$ cat config.mk
export PLATFORM = sky130hd
export DESIGN_NAME = serial_subtractor
export DESIGN_NICKNAME = d
export VERILOG_FILES = /design/src/rtl/serial_subtractor.sv
export SDC_FILE = /design/constraint.sdc
export NUM_CORES = 1
export LEC_CHECK = 0
export ABC_AREA = 1
export CELL_PAD_IN_SITES_DETAIL_PLACEMENT = 1
export CELL_PAD_IN_SITES_GLOBAL_PLACEMENT = 1
export CORE_ASPECT_RATIO = 1.5
export CORE_MARGIN = 1.5
export CORE_UTILIZATION = 38
export CTS_BUF_LIST = sky130_fd_sc_hd__clkbuf_4 sky130_fd_sc_hd__clkbuf_8 sky130_fd_sc_hd__clkbuf_16
export DETAILED_ROUTE_END_ITERATION = 10
export GPL_TIMING_DRIVEN = 1
export PLACE_DENSITY = 0.86
export SLEW_MARGIN = 10
export SYNTH_ARGS = -nofsm -noshare
export SYNTH_HDL_FRONTEND = slang
export SYNTH_SLANG_ARGS = --single-unit
export TNS_END_PERCENT = 50
$ cat constraint.sdc
create_clock -name clk -period 1.5 [get_ports clk]
set_input_delay 0.375 -clock clk [delete_from_list [all_inputs] [get_ports clk]]
set_output_delay 0.375 -clock clk [all_outputs]
set_load 0.1 [all_outputs]
$ cat src/rtl/serial_subtractor.sv
// Bit-serial subtractor: computes a - b - bin one bit per clock, LSB first,
// using a single full-subtractor cell and a borrow flop between bit slices.
// A start/busy/done handshake frames each operation. The difference and the
// final borrow are held after done until the next operation is accepted.
module serial_subtractor #(
  parameter int unsigned WIDTH = 8
) (
  input  logic             clk,
  input  logic             rst_n,
  input  logic             start,
  input  logic [WIDTH-1:0] a,
  input  logic [WIDTH-1:0] b,
  input  logic             bin,
  output logic             busy,
  output logic             done,
  output logic [WIDTH-1:0] difference,
  output logic             borrow
);

  localparam int unsigned   CW   = $clog2(WIDTH) + 1;
  localparam logic [CW-1:0] LAST = CW'(WIDTH - 1);

  typedef enum logic [1:0] {
    IDLE,
    RUN,
    DONE
  } state_t;

  state_t           state;
  logic [WIDTH-1:0] a_sr;
  logic [WIDTH-1:0] b_sr;
  logic [WIDTH-1:0] diff_r;
  logic [CW-1:0]    cnt;
  logic             br;
  logic             borrow_r;
  logic             busy_r;
  logic             done_r;
  logic             d_bit;
  logic             br_next;

  // Full-subtractor cell acting on the current LSB slice and the borrow flop.
  always_comb begin
    d_bit   = a_sr[0] ^ b_sr[0] ^ br;
    br_next = (~a_sr[0] & b_sr[0]) | (~(a_sr[0] ^ b_sr[0]) & br);
  end

  // Control FSM and datapath registers; all outputs are registered here.
  always_ff @(posedge clk or negedge rst_n) begin
    if (!rst_n) begin
      state    <= IDLE;
      a_sr     <= '0;
      b_sr     <= '0;
      diff_r   <= '0;
      cnt      <= '0;
      br       <= 1'b0;
      borrow_r <= 1'b0;
      busy_r   <= 1'b0;
      done_r   <= 1'b0;
    end else begin
      case (state)
        IDLE: begin
          done_r <= 1'b0;
          if (start) begin
            a_sr   <= a;
            b_sr   <= b;
            br     <= bin;
            cnt    <= '0;
            busy_r <= 1'b1;
            state  <= RUN;
          end
        end
        RUN: begin
          a_sr   <= a_sr >> 1;
          b_sr   <= b_sr >> 1;
          diff_r <= {d_bit, diff_r[WIDTH-1:1]};
          br     <= br_next;
          cnt    <= cnt + CW'(1);
          if (cnt == LAST) begin
            borrow_r <= br_next;
            busy_r   <= 1'b0;
            done_r   <= 1'b1;
            state    <= DONE;
          end
        end
        DONE: begin
          done_r <= 1'b0;
          if (start) begin
            a_sr   <= a;
            b_sr   <= b;
            br     <= bin;
            cnt    <= '0;
            busy_r <= 1'b1;
            state  <= RUN;
          end else begin
            state <= IDLE;
          end
        end
        default: begin
          busy_r <= 1'b0;
          done_r <= 1'b0;
          state  <= IDLE;
        end
      endcase
    end
  end

  assign busy       = busy_r;
  assign done       = done_r;
  assign difference = diff_r;
  assign borrow     = borrow_r;

endmodule

==> impl_metrics.prom, run 1 <==
# TYPE chip_impl_metric gauge
chip_impl_metric{name="nFillCells",unit=""} 476
chip_impl_info{name="clock-root-buffer",value="clkbuf_8"} 1
chip_impl_metric{name="synth-warning-count",unit=""} 0
chip_impl_metric{name="h-tree-depth",unit=""} 2
chip_impl_metric{name="worstPathRequired",unit="ps"} 1120
chip_impl_metric{name="report.final.setup_viol",unit=""} 0
chip_impl_metric{name="drt-total-wl",unit="um"} 3730
chip_impl_metric{name="area_share_of_fa_ha_maj_cells_after_synthesis",unit=""} 0.0199
chip_impl_metric{name="core-area",unit="mm^2"} 0.00417
chip_impl_info{name="cpLargestDelayFamily",value="flip-flops"} 1
chip_impl_metric{name="numPlacedInstances",unit=""} 271
chip_impl_metric{name="post-cts-setup-buffer-count",unit=""} 0
chip_impl_metric{name="antenna_found_initial",unit=""} 0
chip_impl_metric{name="die_width",unit="um"} 56.6
chip_impl_metric{name="achievable-frequency",unit="MHz"} 783
chip_impl_metric{name="avg_wl_per_cell",unit="um"} 13.4
chip_impl_metric{name="place.port_buffers",unit=""} 30
chip_impl_info{name="worstSetupEndpoint",value="difference[7]"} 1
chip_impl_info{name="crit_path_start_kind",value="flop"} 1
chip_impl_metric{name="cap_viol_max_count",unit=""} 0
chip_impl_metric{name="grt.overflow.total",unit=""} 0
chip_impl_metric{name="cp.depth",unit=""} 1
chip_impl_metric{name="power_leakage",unit="nW"} 1.12
chip_impl_metric{name="final-hold-violation-count",unit=""} 0
chip_impl_metric{name="worst_clock_skew",unit="ps"} 6.41
chip_impl_metric{name="die_h",unit="um"} 83.3
chip_impl_metric{name="period_minus_slack",unit="ps"} 1280
chip_impl_metric{name="vias",unit=""} 1391
chip_impl_info{name="rsz0062_at_grt",value="false"} 1
chip_impl_metric{name="grt_start_max_net_pins",unit=""} 35
chip_impl_metric{name="cellPowerDensity",unit="mW/mm^2"} 2570
chip_impl_metric{name="place_congestion",unit=""} 0.777
chip_impl_metric{name="drive_gt1_frac",unit=""} 0.137
chip_impl_metric{name="tightestPinTransition",unit="ps"} 255
chip_impl_metric{name="synth.top_cell.area_share",unit=""} 0.520
chip_impl_metric{name="floorplan.die_area",unit="mm^2"} 0.00471
chip_impl_metric{name="clockBufferDepth",unit=""} 2
chip_impl_metric{name="maxSlewViolCount",unit=""} 0
chip_impl_metric{name="postCtsResizedCells",unit=""} 0
chip_impl_info{name="r2r-end",value="br$_DFFE_PN0P_"} 1
chip_impl_metric{name="synthXorXnorAreaFrac",unit=""} 0
chip_impl_metric{name="postSynthCellCount",unit=""} 197
chip_impl_metric{name="pre_cts_slack",unit="ps"} -36.9
chip_impl_metric{name="ff2ff_setup_slack",unit="ps"} 250
chip_impl_metric{name="cell_area_after_technology_mapping",unit="mm^2"} 0.00164
chip_impl_info{name="path_class",value="reg2out"} 1
chip_impl_metric{name="clk_transition_reported_paths",unit="ps"} 70
chip_impl_info{name="critPathSlowestCell",value="dfrtp_1"} 1
chip_impl_info{name="hold_path_class",value="in2async"} 1
chip_impl_metric{name="power.total",unit="mW"} 5.65
chip_impl_metric{name="drtPass1Iterations",unit=""} 4
chip_impl_metric{name="synth.distinct_cells",unit=""} 18
chip_impl_metric{name="slowest_delay",unit="ps"} 420
chip_impl_metric{name="synth_register_bits",unit=""} 34
chip_impl_info{name="synth_top_cell_by_area",value="dfrtp_1"} 1
chip_impl_metric{name="initial_utilization",unit=""} 0.392
chip_impl_metric{name="hold_slack",unit="ps"} 447
chip_impl_metric{name="drtAntennaViolNets",unit=""} 0
chip_impl_metric{name="synth_compound_area_frac",unit=""} 0.0543
chip_impl_metric{name="cp_num_buf_inv",unit=""} 1
chip_impl_metric{name="cts_buffers",unit=""} 5
chip_impl_info{name="synth.area.top_cells",value="dfrtp_1, nand2_1, nand3_1"} 1
chip_impl_metric{name="num_antenna_cells",unit=""} 0
chip_impl_info{name="setup.worst_path.start",value="difference[7]$_DFFE_PN0P_"} 1
chip_impl_metric{name="drt-vias-per-instance",unit=""} 4.99
chip_impl_metric{name="io-pin-count",unit=""} 31
chip_impl_metric{name="timing.critical_path.arrival",unit="ps"} 900
chip_impl_metric{name="global_route_wire_length_before_repair",unit="um"} 6330
chip_impl_metric{name="vdd_drop_max",unit="uV"} 2060
chip_impl_metric{name="mappedNetlistNets",unit=""} 219
chip_impl_info{name="status",value="complete, no violations"} 1
chip_impl_metric{name="flow.area_growth_from_synthesis",unit="%"} 34.4
chip_impl_metric{name="post-dp-hpwl",unit="um"} 2610
chip_impl_metric{name="drt_drc_violations_left",unit=""} 0
chip_impl_info{name="r2r-start",value="a_sr[0]$_DFFE_PN0P_"} 1
chip_impl_metric{name="worst_skew_pair.late_latency",unit="ps"} 290
chip_impl_info{name="crit_path_cell_trace",value="buf_12"} 1
chip_impl_metric{name="min_period_over_period",unit=""} 0.851
chip_impl_metric{name="drtIter0Drc",unit=""} 44
chip_impl_metric{name="grt_pass1_vias",unit=""} 1400
chip_impl_metric{name="placement_rows",unit=""} 29
chip_impl_metric{name="fin_cells",unit=""} 279
chip_impl_metric{name="finalWorstSetupSlack",unit="ps"} 223
chip_impl_metric{name="muxShareOfSynthArea",unit=""} 0
chip_impl_metric{name="synth_area_per_cell",unit="um^2"} 8.30
chip_impl_metric{name="cts.sink_count",unit=""} 34
chip_impl_metric{name="globalRouteTotalUtil",unit=""} 0.174
chip_impl_metric{name="postCtsHoldBufs",unit=""} 0
chip_impl_metric{name="reg2regPathDepth",unit=""} 4
chip_impl_info{name="cts_tree",value="done"} 1
chip_impl_metric{name="final_net_count",unit=""} 254
chip_impl_metric{name="maxSlewHeadroom",unit=""} 0.830
chip_impl_info{name="synth_top_family_by_area",value="simple AND/OR/NAND/NOR gates"} 1
chip_impl_metric{name="worst-path-max-fanout",unit=""} 3
chip_impl_info{name="crit_path_end_kind",value="output pin"} 1
chip_impl_metric{name="setup_tns",unit="ps"} 0
chip_impl_metric{name="synth_sequential_area_ratio",unit=""} 0.520
chip_impl_metric{name="synth_simple_gate_area_frac",unit=""} 0.320
[layer usage]
| layer | vias to the layer above | GRT usage | wire length [um] |
|---|---|---|---|
| li1 | 681 | - | - |
| met1 | 672 | 0.202 | 1560 |
| met2 | 31 | 0.301 | 1980 |
| met3 | 7 | 0.0327 | 115 |
| met4 | 0 | 0.0779 | 74 |
| met5 | - | 0 | 0 |
[per-stage QoR]
step | utilization | cell area (um^2)
floorplan | - | 1640
global placement | 0.499 | 2080
detailed placement | 0.499 | 2080
CTS | 0.527 | 2200
global route | 0.527 | 2200
finish | 0.527 | 2200
[worst min-delay path by stage]
| stage | start | end | slack [ps] | cells past startpoint |
|---|---|---|---|---|
| detailed placement | a_sr[7]$_DFFE_PN0P_ | a_sr[7]$_DFFE_PN0P_ | 500 | 2 |
| finish | rst_n | difference[6]$_DFFE_PN0P_ | 450 | 2 |
| global route | rst_n | difference[6]$_DFFE_PN0P_ | 480 | 2 |
| global placement | a_sr[7]$_DFFE_PN0P_ | a_sr[7]$_DFFE_PN0P_ | 490 | 2 |
| floorplan | rst_n | a_sr[0]$_DFFE_PN0P_ | 80 | 0 |
| CTS | rst_n | difference[6]$_DFFE_PN0P_ | 460 | 2 |
[layout make-up]
type | instances | area [um^2] | area share
Clock buffer | 7 | 83.8 | 0.0382
Tap cell | 46 | 57.6 | 0.0262
Clock inverter | 1 | 30.0 | 0.0137
Multi-Input combinational cell | 141 | 644 | 0.293
Inverter | 12 | 47.5 | 0.0216
Sequential cell | 34 | 851 | 0.387
Timing Repair Buffer | 38 | 483 | 0.220
[cell usage in the layout (no fill, tap or decap), drive strengths merged]
cell / synthesis / layout
nor2: 6 / 6
ha: 1 / 1
buf: 10 / 19
a21oi: 3 / 3
bufinv: 0 / 1
inv: 12 / 12
o21ai: 14 / 14
clkbuf: 0 / 7
fa: 1 / 1
nand3: 20 / 20
clkdlybuf4s50: 0 / 19
dfrtp: 34 / 34
nand2: 96 / 96
[flip-flops by register name (all words and copies together), names as in the netlist]
name and flops:
a_sr 8, b_sr 8, borrow 1, br 1
busy 1, cnt 4, difference 8, done 1
state 2
[where the power goes]
group | total [mW] | switching (mW) | internal [mW]
registers | 1.66 | 0.338 | 1.32
clock network | 0.869 | 0.336 | 0.533
logic | 3.12 | 2.03 | 1.09
[cell usage after synthesis, drive strengths merged]
cell type	count
nand2	96
dfrtp	34
nand3	20
o21ai	14
inv	12
buf	10
nor2	6
a21oi	3
fa	1
ha	1
[cell families (layout without fill, tap and decap cells)]
family | count (synthesis) | after routing
compound gates | 17 | 17
fa+ha+maj | 2 | 2
buf+inv | 22 | 58
flops | 34 | 34
simple gates | 122 | 122
(Power assumes the default switching activity.)
==> inputs of run 2 (changes only) <==
Settings changed: CAP_MARGIN set to 20.
Clock period 1.5 ns to 1.4 ns, I/O delays scaled along.
==> impl_metrics.prom, run 2 (synthesis results as in run 1) <==
# TYPE chip_impl_metric gauge
chip_impl_metric{name="register_area",unit="um^2"} 851
chip_impl_metric{name="core-area",unit="mm^2"} 0.00417
chip_impl_info{name="cpLargestDelayFamily",value="adder cells"} 1
chip_impl_metric{name="avg_wl_per_cell",unit="um"} 13.3
chip_impl_metric{name="cp_num_buf_inv",unit=""} 0
chip_impl_metric{name="flow.area_growth_from_synthesis",unit="%"} 31.6
chip_impl_metric{name="worst_skew_pair.late_latency",unit="ps"} 280
chip_impl_info{name="critPathSlowestCell",value="fa_1"} 1
chip_impl_metric{name="floorplan.die_area",unit="mm^2"} 0.00471
chip_impl_info{name="layout.cells.most_common",value="nand2_1"} 1
chip_impl_metric{name="placement_rows",unit=""} 29
chip_impl_metric{name="grt_pass1_vias",unit=""} 1488
chip_impl_metric{name="ff2ff_setup_slack",unit="ps"} 140
chip_impl_metric{name="die_h",unit="um"} 83.3
chip_impl_info{name="final_cell_mix",value="nand2_1, dfrtp_1, nand3_1, clkdlybuf4s50_1, buf_12"} 1
chip_impl_metric{name="cts.sink_count",unit=""} 34
chip_impl_metric{name="vdd_drop_max",unit="uV"} 2030
chip_impl_metric{name="drt_drc_violations_left",unit=""} 0
chip_impl_metric{name="cts_buffers",unit=""} 5
chip_impl_metric{name="place.port_buffers",unit=""} 30
chip_impl_metric{name="post-cts-setup-buffer-count",unit=""} 0
chip_impl_metric{name="slowest_delay",unit="ps"} 460
chip_impl_metric{name="grt_start_max_net_pins",unit=""} 35
chip_impl_info{name="path_class",value="reg2reg"} 1
chip_impl_metric{name="drtIter0Drc",unit=""} 33
chip_impl_info{name="clock-root-buffer",value="clkbuf_8"} 1
chip_impl_metric{name="final-hold-violation-count",unit=""} 0
chip_impl_metric{name="clockBufferDepth",unit=""} 2
chip_impl_metric{name="achievable-frequency",unit="MHz"} 791
chip_impl_info{name="crit_path_start_kind",value="flop"} 1
chip_impl_metric{name="io-pin-count",unit=""} 31
chip_impl_metric{name="period_minus_slack",unit="ps"} 1260
chip_impl_metric{name="global_route_wire_length_before_repair",unit="um"} 6530
chip_impl_metric{name="final_net_count",unit=""} 252
chip_impl_metric{name="postCtsResizedCells",unit=""} 0
chip_impl_metric{name="worst-path-max-fanout",unit=""} 2
chip_impl_metric{name="report.final.setup_viol",unit=""} 0
chip_impl_metric{name="initial_utilization",unit=""} 0.392
chip_impl_info{name="status",value="complete, no violations"} 1
chip_impl_metric{name="tightestPinTransition",unit="ps"} 248
chip_impl_metric{name="place_congestion",unit=""} 0.772
chip_impl_metric{name="clk_transition_reported_paths",unit="ps"} 60
chip_impl_metric{name="multi_input_comb_area",unit="um^2"} 644
chip_impl_metric{name="cellPowerDensity",unit="mW/mm^2"} 2690
chip_impl_info{name="crit_path_cell_trace",value="fa_1 > o21ai_1 > nand2_1 > o21ai_0"} 1
chip_impl_metric{name="met3_length",unit="um"} 116
chip_impl_metric{name="h-tree-depth",unit=""} 2
chip_impl_metric{name="maxSlewHeadroom",unit=""} 0.835
chip_impl_metric{name="wl_met1",unit="um"} 1530
chip_impl_metric{name="num_antenna_cells",unit=""} 0
chip_impl_metric{name="grt.overflow.total",unit=""} 0
chip_impl_metric{name="worst_clock_skew",unit="ps"} 4.08
chip_impl_metric{name="die_width",unit="um"} 56.6
chip_impl_metric{name="met2_wirelength",unit="um"} 1950
chip_impl_metric{name="postCtsHoldBufs",unit=""} 0
chip_impl_metric{name="drtAntennaViolNets",unit=""} 0
chip_impl_info{name="hold_path_class",value="in2async"} 1
chip_impl_metric{name="power.total",unit="mW"} 5.79
chip_impl_metric{name="power_leakage",unit="nW"} 1.09
chip_impl_metric{name="timing.critical_path.arrival",unit="ps"} 1470
chip_impl_metric{name="vias",unit=""} 1403
chip_impl_info{name="cts_tree",value="done"} 1
chip_impl_metric{name="antenna_found_initial",unit=""} 0
chip_impl_metric{name="nFillCells",unit=""} 498
chip_impl_metric{name="drt-total-wl",unit="um"} 3670
chip_impl_metric{name="drt-vias-per-instance",unit=""} 5.08
chip_impl_info{name="crit_path_end_kind",value="flop"} 1
chip_impl_metric{name="worstPathRequired",unit="ps"} 1600
chip_impl_metric{name="maxSlewViolCount",unit=""} 0
chip_impl_metric{name="drtPass1Iterations",unit=""} 4
chip_impl_metric{name="drive_gt1_frac",unit=""} 0.126
chip_impl_info{name="rsz0062_at_grt",value="false"} 1
chip_impl_metric{name="cap_viol_max_count",unit=""} 0
chip_impl_info{name="dr.max_layer_used",value="met4"} 1
chip_impl_metric{name="globalRouteTotalUtil",unit=""} 0.180
chip_impl_metric{name="post-dp-hpwl",unit="um"} 2650
chip_impl_metric{name="min_period_over_period",unit=""} 0.903
chip_impl_metric{name="setup_tns",unit="ps"} 0
==> run 2: changes by cell type in the layout (fill, tap and decap cells not counted) <==
| cell | previous run | this run |
|---|---|---|
| bufinv_16 | 1 | 0 |
| o21ai_1 | 2 | 3 |
| o21ai_0 | 12 | 11 |
| buf_4 | 7 | 5 |
==> run 2: path summary, 6_finish.rpt <==
check	cells past startpoint	start	end
min in group clk	2	b_sr[1]$_DFFE_PN0P_	b_sr[1]$_DFFE_PN0P_
setup reg to reg	4	a_sr[0]$_DFFE_PN0P_	br$_DFFE_PN0P_
max in group asynchronous	2	rst_n	difference[0]$_DFFE_PN0P_
hold reg to reg	2	b_sr[1]$_DFFE_PN0P_	b_sr[1]$_DFFE_PN0P_
setup / recovery	4	a_sr[0]$_DFFE_PN0P_	br$_DFFE_PN0P_
hold / removal	2	rst_n	difference[7]$_DFFE_PN0P_
==> run 2: report_power, final <==
group          internal [mW]  switching (mW)  leakage [nW]  total, mW
Clock                  0.381           0.326        0.0452      0.706
Sequential              1.41           0.352         0.431       1.77
Combinational           1.14            2.18         0.619       3.32
==> run 2: final cells by class <==
cell class,instances,share of cell area
clock buffers,7,0.0390
inverters,12,0.0221
multi-input cells,141,0.299
flip-flops and latches,34,0.395
well taps,46,0.0267
repair buffers,36,0.217
==> run 2: routing by layer <==
layer  global-route usage  up-vias
met4               0.0996        0
li1                     -      675
met3               0.0483        5
met1                0.193      694
met5                    0        -
met2                0.312       29
==> run 2: through the flow <==
step           hold slack [ps]  setup slack [ps]  utilization  instance area (um^2)  instances
2_1_floorplan             54.4               137            -                  1640        197
3_3_place_gp               491             -65.8        0.496                  2070        269
3_5_place_dp               496              -113        0.496                  2070        269
4_1_cts                    441              49.9        0.516                  2150        276
5_1_grt                    452              47.0        0.516                  2150        276
6_report                   432               136        0.516                  2150        276
==> inputs of run 3 (changes only) <==
Settings changed: CAP_MARGIN 20 to unset.
==> results of run 3 <==
Final layout, timing and power as in run 2 (identical DEF).
